$ cat src/rtl/cnn_fp_pkg.sv
// Shared float helpers for the CNN output stages: field widths, canonical qNaN and the rank key
// that orders exp() results (negatives and NaN collapse to zero).
package cnn_fp_pkg;

    localparam int unsigned FP_EXP_W = 8;
    localparam int unsigned FP_MAN_W = 23;
    localparam int unsigned FP_W     = 1 + FP_EXP_W + FP_MAN_W;

    localparam logic [FP_W-1:0] QNAN = 32'h7FC00000;

    typedef enum logic {
        StAccum,
        StDone
    } argmax_state_e;

    // Magnitude bits double as an unsigned ordering key for non-negative floats, +Inf on top.
    function automatic logic [FP_W-2:0] fp_rank(input logic [FP_W-1:0] word);
        logic is_nan;
        is_nan = (&word[FP_W-2:FP_MAN_W]) & (|word[FP_MAN_W-1:0]);
        return (word[FP_W-1] | is_nan) ? '0 : word[FP_W-2:0];
    endfunction

endpackage

$ cat src/rtl/exp_argmax_classifier_if.sv
// Stream interface of exp_argmax_classifier: input beats and the classified result.
// Runner-up signals are present only when EXP_ARGMAX_TOP2_EN is defined.
interface exp_argmax_classifier_if #(
    parameter int unsigned EXPONENT_WIDTH = 8,
    parameter int unsigned MANTISSA_WIDTH = 23,
    parameter int unsigned NUM_CLASSES    = 10
);
    localparam int unsigned W     = 1 + EXPONENT_WIDTH + MANTISSA_WIDTH;
    localparam int unsigned IDX_W = $clog2(NUM_CLASSES);

    logic             in_valid;
    logic             in_ready;
    logic [W-1:0]     in_value;
    logic             out_valid;
    logic             out_ready;
    logic [IDX_W-1:0] out_class;
    logic [W-1:0]     out_value;
`ifdef EXP_ARGMAX_TOP2_EN
    logic [IDX_W-1:0] out_class2;
    logic [W-1:0]     out_value2;

    modport master (
        output in_valid, in_value, out_ready,
        input  in_ready, out_valid, out_class, out_value, out_class2, out_value2
    );
    modport slave (
        input  in_valid, in_value, out_ready,
        output in_ready, out_valid, out_class, out_value, out_class2, out_value2
    );
`else
    modport master (
        output in_valid, in_value, out_ready,
        input  in_ready, out_valid, out_class, out_value
    );
    modport slave (
        input  in_valid, in_value, out_ready,
        output in_ready, out_valid, out_class, out_value
    );
`endif

endinterface

$ cat src/rtl/fp_rank_key.sv
// Combinational float word -> unsigned rank key; sign and NaN map to zero.
module fp_rank_key
    import cnn_fp_pkg::*;
#(
    parameter int unsigned EXPONENT_WIDTH = FP_EXP_W,
    parameter int unsigned MANTISSA_WIDTH = FP_MAN_W
) (
    input  logic [EXPONENT_WIDTH+MANTISSA_WIDTH:0]   word_i,
    output logic [EXPONENT_WIDTH+MANTISSA_WIDTH-1:0] rank_o
);
    localparam int unsigned W = 1 + EXPONENT_WIDTH + MANTISSA_WIDTH;

    logic is_nan;

    always_comb begin
        is_nan = (&word_i[W-2:MANTISSA_WIDTH]) & (|word_i[MANTISSA_WIDTH-1:0]);
        rank_o = (word_i[W-1] | is_nan) ? '0 : word_i[W-2:0];
    end

endmodule

$ cat src/rtl/exp_argmax_classifier.sv
// Argmax over a frame of NUM_CLASSES exp() words; emits {index, word} of the largest.
// Define EXP_ARGMAX_TOP2_EN to also track and emit the runner-up.
module exp_argmax_classifier
    import cnn_fp_pkg::*;
#(
    parameter int unsigned EXPONENT_WIDTH = FP_EXP_W,
    parameter int unsigned MANTISSA_WIDTH = FP_MAN_W,
    parameter int unsigned NUM_CLASSES    = 10
) (
    input logic clk,
    input logic rst_n,
    exp_argmax_classifier_if.slave bus
);
    localparam int unsigned W     = 1 + EXPONENT_WIDTH + MANTISSA_WIDTH;
    localparam int unsigned RW    = W - 1;
    localparam int unsigned IDX_W = $clog2(NUM_CLASSES);
    localparam logic [IDX_W-1:0] LAST_IDX = IDX_W'(NUM_CLASSES - 1);

    argmax_state_e    state_q, state_d;
    logic             in_ready_q, in_ready_d;
    logic [IDX_W-1:0] count_q, count_d;
    logic [IDX_W-1:0] best_idx_q, best_idx_d;
    logic [W-1:0]     best_val_q, best_val_d;
    logic [RW-1:0]    best_rank_q, best_rank_d;
    logic [RW-1:0]    in_rank;
    logic             beat;

`ifdef EXP_ARGMAX_TOP2_EN
    logic [IDX_W-1:0] second_idx_q, second_idx_d;
    logic [W-1:0]     second_val_q, second_val_d;
    logic [RW-1:0]    second_rank_q, second_rank_d;
    logic             second_seeded_q, second_seeded_d;
`endif

    fp_rank_key #(
        .EXPONENT_WIDTH(EXPONENT_WIDTH),
        .MANTISSA_WIDTH(MANTISSA_WIDTH)
    ) u_in_rank (
        .word_i(bus.in_value),
        .rank_o(in_rank)
    );

    // in_ready is registered so it stays low throughout reset and rises one cycle after.
    assign beat = bus.in_valid & in_ready_q;

    always_comb begin
        state_d     = state_q;
        count_d     = count_q;
        best_idx_d  = best_idx_q;
        best_val_d  = best_val_q;
        best_rank_d = best_rank_q;
`ifdef EXP_ARGMAX_TOP2_EN
        second_idx_d    = second_idx_q;
        second_val_d    = second_val_q;
        second_rank_d   = second_rank_q;
        second_seeded_d = second_seeded_q;
`endif
        unique case (state_q)
            StAccum: begin
                if (beat) begin
                    count_d = count_q + 1'b1;
                    if (count_q == '0) begin
                        best_idx_d  = '0;
                        best_val_d  = bus.in_value;
                        best_rank_d = in_rank;
`ifdef EXP_ARGMAX_TOP2_EN
                        second_seeded_d = 1'b0;
`endif
                    end else if (in_rank > best_rank_q) begin
                        best_idx_d  = count_q;
                        best_val_d  = bus.in_value;
                        best_rank_d = in_rank;
`ifdef EXP_ARGMAX_TOP2_EN
                        second_idx_d    = best_idx_q;
                        second_val_d    = best_val_q;
                        second_rank_d   = best_rank_q;
                        second_seeded_d = 1'b1;
                    end else if (!second_seeded_q || in_rank > second_rank_q) begin
                        second_idx_d    = count_q;
                        second_val_d    = bus.in_value;
                        second_rank_d   = in_rank;
                        second_seeded_d = 1'b1;
`endif
                    end
                    if (count_q == LAST_IDX) begin
                        count_d = '0;
                        state_d = StDone;
                    end
                end
            end
            StDone: begin
                if (bus.out_ready) begin
                    state_d = StAccum;
                end
            end
        endcase
        in_ready_d = (state_d == StAccum);
    end

    always_ff @(posedge clk) begin
        if (!rst_n) begin
            state_q     <= StAccum;
            in_ready_q  <= 1'b0;
            count_q     <= '0;
            best_idx_q  <= '0;
            best_val_q  <= '0;
            best_rank_q <= '0;
`ifdef EXP_ARGMAX_TOP2_EN
            second_idx_q    <= '0;
            second_val_q    <= '0;
            second_rank_q   <= '0;
            second_seeded_q <= 1'b0;
`endif
        end else begin
            state_q     <= state_d;
            in_ready_q  <= in_ready_d;
            count_q     <= count_d;
            best_idx_q  <= best_idx_d;
            best_val_q  <= best_val_d;
            best_rank_q <= best_rank_d;
`ifdef EXP_ARGMAX_TOP2_EN
            second_idx_q    <= second_idx_d;
            second_val_q    <= second_val_d;
            second_rank_q   <= second_rank_d;
            second_seeded_q <= second_seeded_d;
`endif
        end
    end

    assign bus.in_ready  = in_ready_q;
    assign bus.out_valid = (state_q == StDone);
    assign bus.out_class = best_idx_q;
    assign bus.out_value = best_val_q;
`ifdef EXP_ARGMAX_TOP2_EN
    assign bus.out_class2 = second_idx_q;
    assign bus.out_value2 = second_val_q;
`endif

endmodule

$ cat src/flat_wrapper.sv
// flat-port wrapper written by rule: the top's interface ports become plain ports
module exp_argmax_classifier_flat import cnn_fp_pkg::*;
#(
    parameter int unsigned EXPONENT_WIDTH = FP_EXP_W,
    parameter int unsigned MANTISSA_WIDTH = FP_MAN_W,
    parameter int unsigned NUM_CLASSES    = 10
)
  (clk, rst_n, bus_in_valid, bus_in_value, bus_out_ready, bus_in_ready, bus_out_valid, bus_out_class, bus_out_value);
  exp_argmax_classifier_if #(.EXPONENT_WIDTH(EXPONENT_WIDTH), .MANTISSA_WIDTH(MANTISSA_WIDTH), .NUM_CLASSES(NUM_CLASSES)) bus_i ();
  input logic clk;
  input logic rst_n;
  input wire logic [$bits(bus_i.in_valid)-1:0] bus_in_valid;
  input wire logic [$bits(bus_i.in_value)-1:0] bus_in_value;
  input wire logic [$bits(bus_i.out_ready)-1:0] bus_out_ready;
  output wire logic [$bits(bus_i.in_ready)-1:0] bus_in_ready;
  output wire logic [$bits(bus_i.out_valid)-1:0] bus_out_valid;
  output wire logic [$bits(bus_i.out_class)-1:0] bus_out_class;
  output wire logic [$bits(bus_i.out_value)-1:0] bus_out_value;
  assign bus_i.in_valid = bus_in_valid;
  assign bus_i.in_value = bus_in_value;
  assign bus_i.out_ready = bus_out_ready;
  assign bus_in_ready = bus_i.in_ready;
  assign bus_out_valid = bus_i.out_valid;
  assign bus_out_class = bus_i.out_class;
  assign bus_out_value = bus_i.out_value;
  exp_argmax_classifier #(.EXPONENT_WIDTH(EXPONENT_WIDTH), .MANTISSA_WIDTH(MANTISSA_WIDTH), .NUM_CLASSES(NUM_CLASSES)) u_core (.clk(clk), .rst_n(rst_n), .bus(bus_i));
endmodule
$ cat config.mk
export PLATFORM = sky130hd
export DESIGN_NAME = exp_argmax_classifier_flat
export DESIGN_NICKNAME = d
export VERILOG_FILES = /design/src/rtl/cnn_fp_pkg.sv /design/src/rtl/exp_argmax_classifier_if.sv /design/src/rtl/fp_rank_key.sv /design/src/rtl/exp_argmax_classifier.sv /design/src/flat_wrapper.sv
export SDC_FILE = /design/constraint.sdc
export NUM_CORES = 1
export LEC_CHECK = 0
export BUFFER_PORTS_ARGS = -buffer_cell sky130_fd_sc_hd__buf_4
export CAP_MARGIN = 20
export CORE_ASPECT_RATIO = 0.5
export CORE_MARGIN = 2
export CORE_UTILIZATION = 43
export CTS_CLUSTER_SIZE = 8
export DETAILED_ROUTE_END_ITERATION = 12
export PLACE_DENSITY = 0.67
export SLEW_MARGIN = 10
export SYNTH_ARGS = -nofsm -noshare
export SYNTH_HDL_FRONTEND = slang
export SYNTH_HIERARCHICAL = 1
export SYNTH_SLANG_ARGS = --single-unit
$ cat constraint.sdc
create_clock -name clk -period 4.4 [get_ports clk]
set_input_delay 0.22 -clock clk [delete_from_list [all_inputs] [get_ports clk]]
set_output_delay 0.22 -clock clk [all_outputs]
set_load 0.02 [all_outputs]
==> results of run 1 <==
==> flip-flops by register name (all words and copies together), names as in the netlist <==
signal and cells:
u_core/bus.in_ready 1, u_core/bus.out_class 4, u_core/best_rank_q 31, u_core/bus.out_valid 1, u_core/bus.out_value 32, u_core/count_q 4
==> stage by stage <==
stage / cells / power (W) / cell area [µm²] / setup slack [ns] / util (%)
2_1_floorplan: 487 / 0.000903 / 4100 / 1.85 / -
3_3_place_gp: 658 / 0.000994 / 4680 / 0.743 / 50.1
3_5_place_dp: 658 / 0.000998 / 4680 / 0.647 / 50.1
4_1_cts: 674 / 0.00168 / 4960 / 0.953 / 53.0
5_1_grt: 674 / 0.00174 / 4960 / 0.716 / 53.0
6_report: 674 / 0.00166 / 4960 / 0.918 / 53.0
==> critical path, stage by stage <==
cell	delay, ns
buf_4	0.12
nor4_2	0.42
nand4_2	0.29
o2bb2ai_1	0.35
ha_1	0.22
nand4_1	0.17
nor4_1	0.68
nand2_1	0.20
a31oi_4	0.23
buf_4	0.52
mux2i_1	0.27
==> final timing paths <==
kind,cells past startpoint,startpoint,endpoint
worst max-delay path,11,bus_in_value[0],u_core/bus.out_value[6]
worst min-delay path,3,bus_out_ready,u_core/bus.in_ready
worst max register to register,8,u_core/best_rank_q[30],u_core/bus.out_value[6]
worst min register to register,2,u_core/bus.out_value[28],u_core/bus.out_value[28]
==> layout by cell type (no fill, tap or decap) <==
cell type  count
a211oi_1       2
a21oi_1       14
a21oi_4        1
a221oi_1       1
a22oi_1        2
a31oi_4        1
and2_1        24
and3_1         2
and4_1         3
buf_4         76
clkbuf_1       2
clkbuf_16      9
clkbuf_8       2
clkinv_2       3
dfxtp_1       73
ha_1          31
inv_1         34
mux2i_1       68
nand2_1      147
nand2b_1       1
nand3_1       12
nand3b_1       1
nand4_1        6
nand4_2        1
nand4b_1       1
nor2_1         7
nor2b_1        1
nor3_1         2
nor4_1         1
nor4_2         4
nor4_4         2
o21ai_0        6
o2bb2ai_1      8
o31ai_1        1
o32ai_1        1
or4_1          1
xnor2_1        1
xor2_1         1
==> power groups by stage <==
stage | registers, W | clock network (W) | logic (W)
5_1_grt | 0.000710 | 0.000727 | 0.000307
2_1_floorplan | 0.000740 | 0 | 0.000163
6_report | 0.000706 | 0.000679 | 0.000277
3_3_place_gp | 0.000720 | 0 | 0.000275
3_5_place_dp | 0.000720 | 0 | 0.000277
4_1_cts | 0.000706 | 0.000697 | 0.000279
==> cell families after synthesis <==
group | synth area share [%]
compound gates | 6.04
mux | 16.6
flops | 35.7
simple gates | 24.9
fa+ha+maj | 9.46
buf+inv | 6.87
xor+xnor | 0.427
==> Yosys cell counts (2+ instances only) <==
master     number  area [µm²]
buf_2           3        15.0
and3_1          2        12.5
a22oi_1         2        15.0
nand4_1         6        37.5
and4_1          3        26.3
nor2_1          7        26.3
dfxtp_1        73        1460
nor4_4          2        42.5
a21oi_1        14        70.1
buf_6           7        78.8
nor4_2          4        50.1
o2bb2ai_1       8        70.1
clkbuf_1       16        60.1
a211oi_1        2        15.0
inv_1          34         128
mux2i_1        68         681
nand2_1       147         552
and2_1         24         150
ha_1           31         388
nor3_1          2        10.0
nand3_1        12        60.1
o21ai_0         6        30.0
==> routing by layer <==
layer	track usage [%]	up-vias	part of all wire [%]
li1	-	1749	-
met1	24.5	1521	49
met2	28.3	39	46
met3	5.12	7	4.2
met4	4.67	0	0.59
met5	0	-	0
==> cell type report <==
cell class	count	area, µm²	share of cell area, %
Clock buffer	13	260	5.25
Clock inverter	3	15.0	0.303
Inverter	34	128	2.57
Multi-Input combinational cell	354	2370	47.8
Sequential cell	73	1460	29.5
Tap cell	121	151	3.05
Timing Repair Buffer	76	571	11.5
==> flow_metrics.py, run 1 <==
metrics = {
    "synthesis": {
        "syn_area_um2": 4100,
        "yosys_warnings": 6,
        "synthesis.nets": 554,
        "synth.distinct_cells": 36,
        "async_reset_ff_share_pct": 0,
        "synth_edf_count": 0,
        "synth.avg_cell_area_um2": 8.42,
        "synth-main-ff-cell": "dfxtp_1",
        "ys_ff_latch": 73,
        "yosysSeqAreaShare_pct": 35.7,
        "syn_inst": 487,
    },
    "sta": {
        "hold_viol": 0,
        "finalSetupViolCount": 0,
        "fin_crit_sh_pct": 79.1,
        "hold_slack_ns": 0.148,
        "setup_tns_ns": 0,
        "clock_skew_ns": 0.00533,
        "fmax_mhz": 287,
        "tightest_slew_ns": 0.901,
        "slew_viol_final": 0,
        "relSlewSlack_pct": 39.9,
        "rsz0062_at_grt": "no",
        "layout_min_cycle_time_ns": 3.48,
    },
    "floorplanning": {
        "ioPinCount": 74,
        "fp-row-count": 25,
        "coreArea_um2": 9350,
        "fp.dieH_um": 73.0,
        "die_width_um": 142,
        "initial_core_util_pct": 43.8,
        "die-area_um2": 10400,
    },
    "flow_run": {
        "maxCapViolCount": 0,
    },
    "worst_setup_path": {
        "crit_path_start_kind": "input pin",
        "criticalPathCategory": "in2reg",
        "endpoint_kind": "flip-flop",
        "critPathRequiredTime_ns": 4.66,
        "regToRegSetupSlack_ns": 1.52,
        "arrival_ns": 3.74,
        "cp_max_fo": 36,
    },
    "power_and_ir_drop": {
        "ir_drop_v": 0.000208,
        "switching_share_pct": 26.6,
        "pwr-share-comb_pct": 16.7,
        "switching_power_w": 0.000442,
        "powerDensity_nw_per_um2": 335,
        "leakagePower_nw": 2.31,
        "p_clk_share_pct": 40.8,
        "p_seq_share_pct": 42.5,
        "p_int_w": 0.00122,
    },
    "clocking": {
        "clock_latency_ns": 0.34,
        "post_cts_hold_buffer_count": 0,
        "cts_buffer_depth": 2,
        "htree_num_levels": 3,
        "cts-root-buf": "clkbuf_16",
        "cts_tree": "done",
        "cts_resized": 0,
        "numCtsBuffers": 9,
        "cts_post_setup_buffers_inserted": 0,
        "cts_sinks": 73,
        "clk_pin_slew_ns": 0.06,
    },
    "hold_path": {
        "min_path_type": "in2reg",
    },
    "global_routing": {
        "gr-total-overflow": 0,
        "grt_max_degree": 99,
        "track_usage_pct": 18.0,
        "grt_pass1_wl_um": 14600,
        "antenna_found_initial": 0,
        "grt_pass1_vias": 3048,
    },
    "detailed_routing": {
        "drc": 0,
        "ant_nets": 0,
        "first_pass_iters": 5,
        "routed_via_density": 4.92,
        "vias": 3316,
        "wl_per_cell_um": 13.3,
        "wl_um": 8970,
        "drtIter0Drc": 228,
    },
    "placement": {
        "numPortBuffers": 73,
        "post-dp-hpwl_um": 6380,
        "gp_congestion": 0.796,
    },
    "run_status": {
        "status": "finished clean",
    },
    "final_layout": {
        "drive_gt1_share_pct": 17.9,
        "fin_nets": 615,
        "fill_cells": 884,
        "area_delta_synth_final_pct": 20.9,
        "diodes": 0,
    },
}
Note: power is estimated with default switching activity, not from simulation.
==> run 2, diff against run 1 <==
- ABC_AREA: unset -> 1
- PLACE_DENSITY: 0.67 -> 0.66
- clock period: 4.4 -> 3.4 ns (I/O delays scaled with it)
==> run 2 against run 1 <==
- critical path depth is 13 higher
- worst hold slack worse by 0.021 ns
- first-iteration DRC count is 2.6% higher
- non-clock buffer count is 4 higher
- utilization is 0.57 points higher
- combinational power is 110% higher
- critical path type unchanged
- largest power group is now clock
==> flow_metrics.py, run 2 <==
metrics = {
    "detailed_routing": {
        "wl_per_cell_um": 10.9,
        "wl_um": 9970,
        "first_pass_iters": 4,
        "drtIter0Drc": 234,
        "routed_via_density": 4.64,
        "vias": 4244,
        "ant_nets": 0,
        "drc": 0,
    },
    "sta": {
        "slew_viol_final": 0,
        "relSlewSlack_pct": 49.1,
        "fmax_mhz": 348,
        "tightest_slew_ns": 0.764,
        "layout_min_cycle_time_ns": 2.88,
        "fin_ws_ns": 0.524,
        "rsz0062_at_grt": "no",
        "fin_crit_sh_pct": 84.6,
        "clock_skew_ns": 0.00755,
        "setup_tns_ns": 0,
        "hold_viol": 0,
        "finalSetupViolCount": 0,
    },
    "global_routing": {
        "gr-total-overflow": 0,
        "grt_max_degree": 73,
        "grt_pass1_wl_um": 17000,
        "antenna_found_initial": 0,
        "grt_pass1_vias": 3836,
        "track_usage_pct": 17.9,
    },
    "final_layout": {
        "drive_gt1_share_pct": 19.6,
        "area_delta_synth_final_pct": 19.3,
        "mostFrequentLayoutCells": "inv_1, nand2_1, nor2_1",
        "layout_commonest_cell": "inv_1",
        "design_area_um2": 5560,
        "fin_nets": 837,
        "fill_cells": 1051,
        "largest_register_ffs": 32,
        "diodes": 0,
    },
    "worst_setup_path": {
        "crit_path_start_kind": "input pin",
        "critPathRequiredTime_ns": 3.63,
        "criticalPathCategory": "in2reg",
        "cpMostUsedCell": "nand2_1",
        "cp_max_fo": 36,
        "endpoint_kind": "flip-flop",
        "arrival_ns": 3.10,
        "slowest_stage": "nand2_4",
        "cpPeakStageDelay_ns": 0.30,
        "worstPathCellList": "buf_4, nor2_1, nand2_1, nor2_1, nand3_1, nand2_1, nand2_2, buf_4, nor2_2, ha_1, nand2_1, nor2_1, inv_1, nor2_1, nand2_1, nand2_1, nand2_1, nand2_1, nand2_1, nand2_4, buf_12, nand3_1, nand2_1, nor2_1",
    },
    "floorplanning": {
        "fp.dieH_um": 77.6,
        "ioPinCount": 74,
        "coreArea_um2": 10400,
        "initial_core_util_pct": 44.9,
        "fp-row-count": 26,
        "die-area_um2": 11700,
        "die_width_um": 151,
    },
    "power_and_ir_drop": {
        "p_clk_share_pct": 39.3,
        "switching_power_w": 0.000736,
        "ir_drop_v": 0.000194,
        "switching_share_pct": 29.0,
        "leakagePower_nw": 2.84,
        "pwr-share-comb_pct": 23.0,
        "p_seq_share_pct": 37.7,
        "powerDensity_nw_per_um2": 456,
        "p_int_w": 0.00180,
    },
    "synthesis": {
        "netlist_top_cells_area": "dfxtp_1, inv_1, nand2_1",
        "yosys_warnings": 6,
        "synth_top_area_share_pct": 31.4,
        "synth.avg_cell_area_um2": 6.49,
        "synthesis.nets": 785,
        "ys_ff_latch": 73,
        "synth.distinct_cells": 26,
        "async_reset_ff_share_pct": 0,
        "synth_most_common_cell": "inv_1",
        "synth_edf_count": 0,
        "ys_top_cells_by_count": "inv_1, nand2_1, nor2_1",
        "synth-main-ff-cell": "dfxtp_1",
        "syn_inst": 718,
        "yosysSeqAreaShare_pct": 31.4,
        "synth_top_cell_by_area": "dfxtp_1",
        "syn_area_um2": 4660,
    },
    "clocking": {
        "cts_buffer_depth": 2,
        "cts_tree": "done",
        "cts_post_setup_buffers_inserted": 0,
        "cts_resized": 0,
        "numCtsBuffers": 9,
        "clock_latency_ns": 0.34,
        "cts_sinks": 73,
        "clk_pin_slew_ns": 0.06,
        "post_cts_hold_buffer_count": 0,
        "cts-root-buf": "clkbuf_16",
        "htree_num_levels": 3,
    },
    "hold_path": {
        "min_path_type": "in2reg",
    },
    "placement": {
        "post-dp-hpwl_um": 6830,
        "gp_congestion": 0.818,
        "numPortBuffers": 73,
        "place_area_um2": 5240,
        "dp_slack_ns": 0.196,
    },
    "run_status": {
        "status": "finished clean",
    },
    "flow_run": {
        "maxCapViolCount": 0,
    },
}
-- run 2: cell types whose count changed after synthesis, sizes merged, moves of 8 or more --
cell	change
o2bb2ai	-8
a21oi	+63
buf	+22
and2	-24
mux2i	-68
inv	+118
nand3	+62
nand2	-23
nor2	+126
clkbuf	-9
-- run 2: critical path: cells and delay by family --
| family | cells | cell delay (ns) |
|---|---|---|
| AND/OR/NAND/NOR | 19 | 2.12 |
| buffers and inverters | 4 | 0.61 |
| adder cells (fa/ha/maj) | 1 | 0.16 |
-- run 2: layout make-up --
cell class / instances / area [µm²] / share of cell area [%]
clock buffer: 13 / 280 / 5.04
clock inverter: 2 / 35.0 / 0.630
inverter: 152 / 573 / 10.3
multi-input combinational: 454 / 2380 / 42.9
sequential: 73 / 1460 / 26.3
tap: 140 / 175 / 3.15
timing repair buffer: 80 / 651 / 11.7
-- run 2: stage by stage --
| stage | util (%) | std cells | power, W | hold slack (ns) |
|---|---|---|---|---|
| 2_1_floorplan | - | 718 | 0.00140 | 0.366 |
| 3_3_place_gp | 50.5 | 899 | 0.00155 | 0.458 |
| 3_5_place_dp | 50.5 | 899 | 0.00156 | 0.467 |
| 4_1_cts | 53.6 | 914 | 0.00256 | 0.116 |
| 5_1_grt | 53.6 | 914 | 0.00268 | 0.122 |
| 6_report | 53.6 | 914 | 0.00254 | 0.127 |
-- run 2: worst paths after layout --
path         depth (start not counted)                       end  slack (ns)                   start
max                                 24  u_core/bus.out_value[30]        0.52         bus_in_value[6]
min                                  3      u_core/bus.out_valid        0.13           bus_out_ready
max reg2reg                         16  u_core/bus.out_value[30]        1.00  u_core/best_rank_q[14]
min reg2reg                          2    u_core/best_rank_q[20]        0.48  u_core/best_rank_q[20]
-- run 2: power groups by stage --
stage	Combinational [W]	Clock, W	Sequential, W
final	0.000583	0.000998	0.000955
after floorplan	0.000389	0	0.00101
after detailed placement	0.000585	0	0.000974
after CTS	0.000588	0.00102	0.000956
after global routing	0.000662	0.00105	0.000964
after global placement	0.000576	0	0.000973
-- run 2: logic make-up after synthesis --
family / share of synthesized area [%]
AND/OR/NAND/NOR: 32.3
buffers and inverters: 17.5
AO/OA/AOI/OAI: 10.6
flip-flops: 31.4
adder cells (fa/ha/maj): 8.32
-- run 2: layer usage --
metal	global-route usage (%)	part of all wire (%)	wire [µm]
met1	22.8	51	5130
met2	29.5	43	4280
met3	4.88	4.3	430
met4	5.42	1.2	124
met5	0	0	0
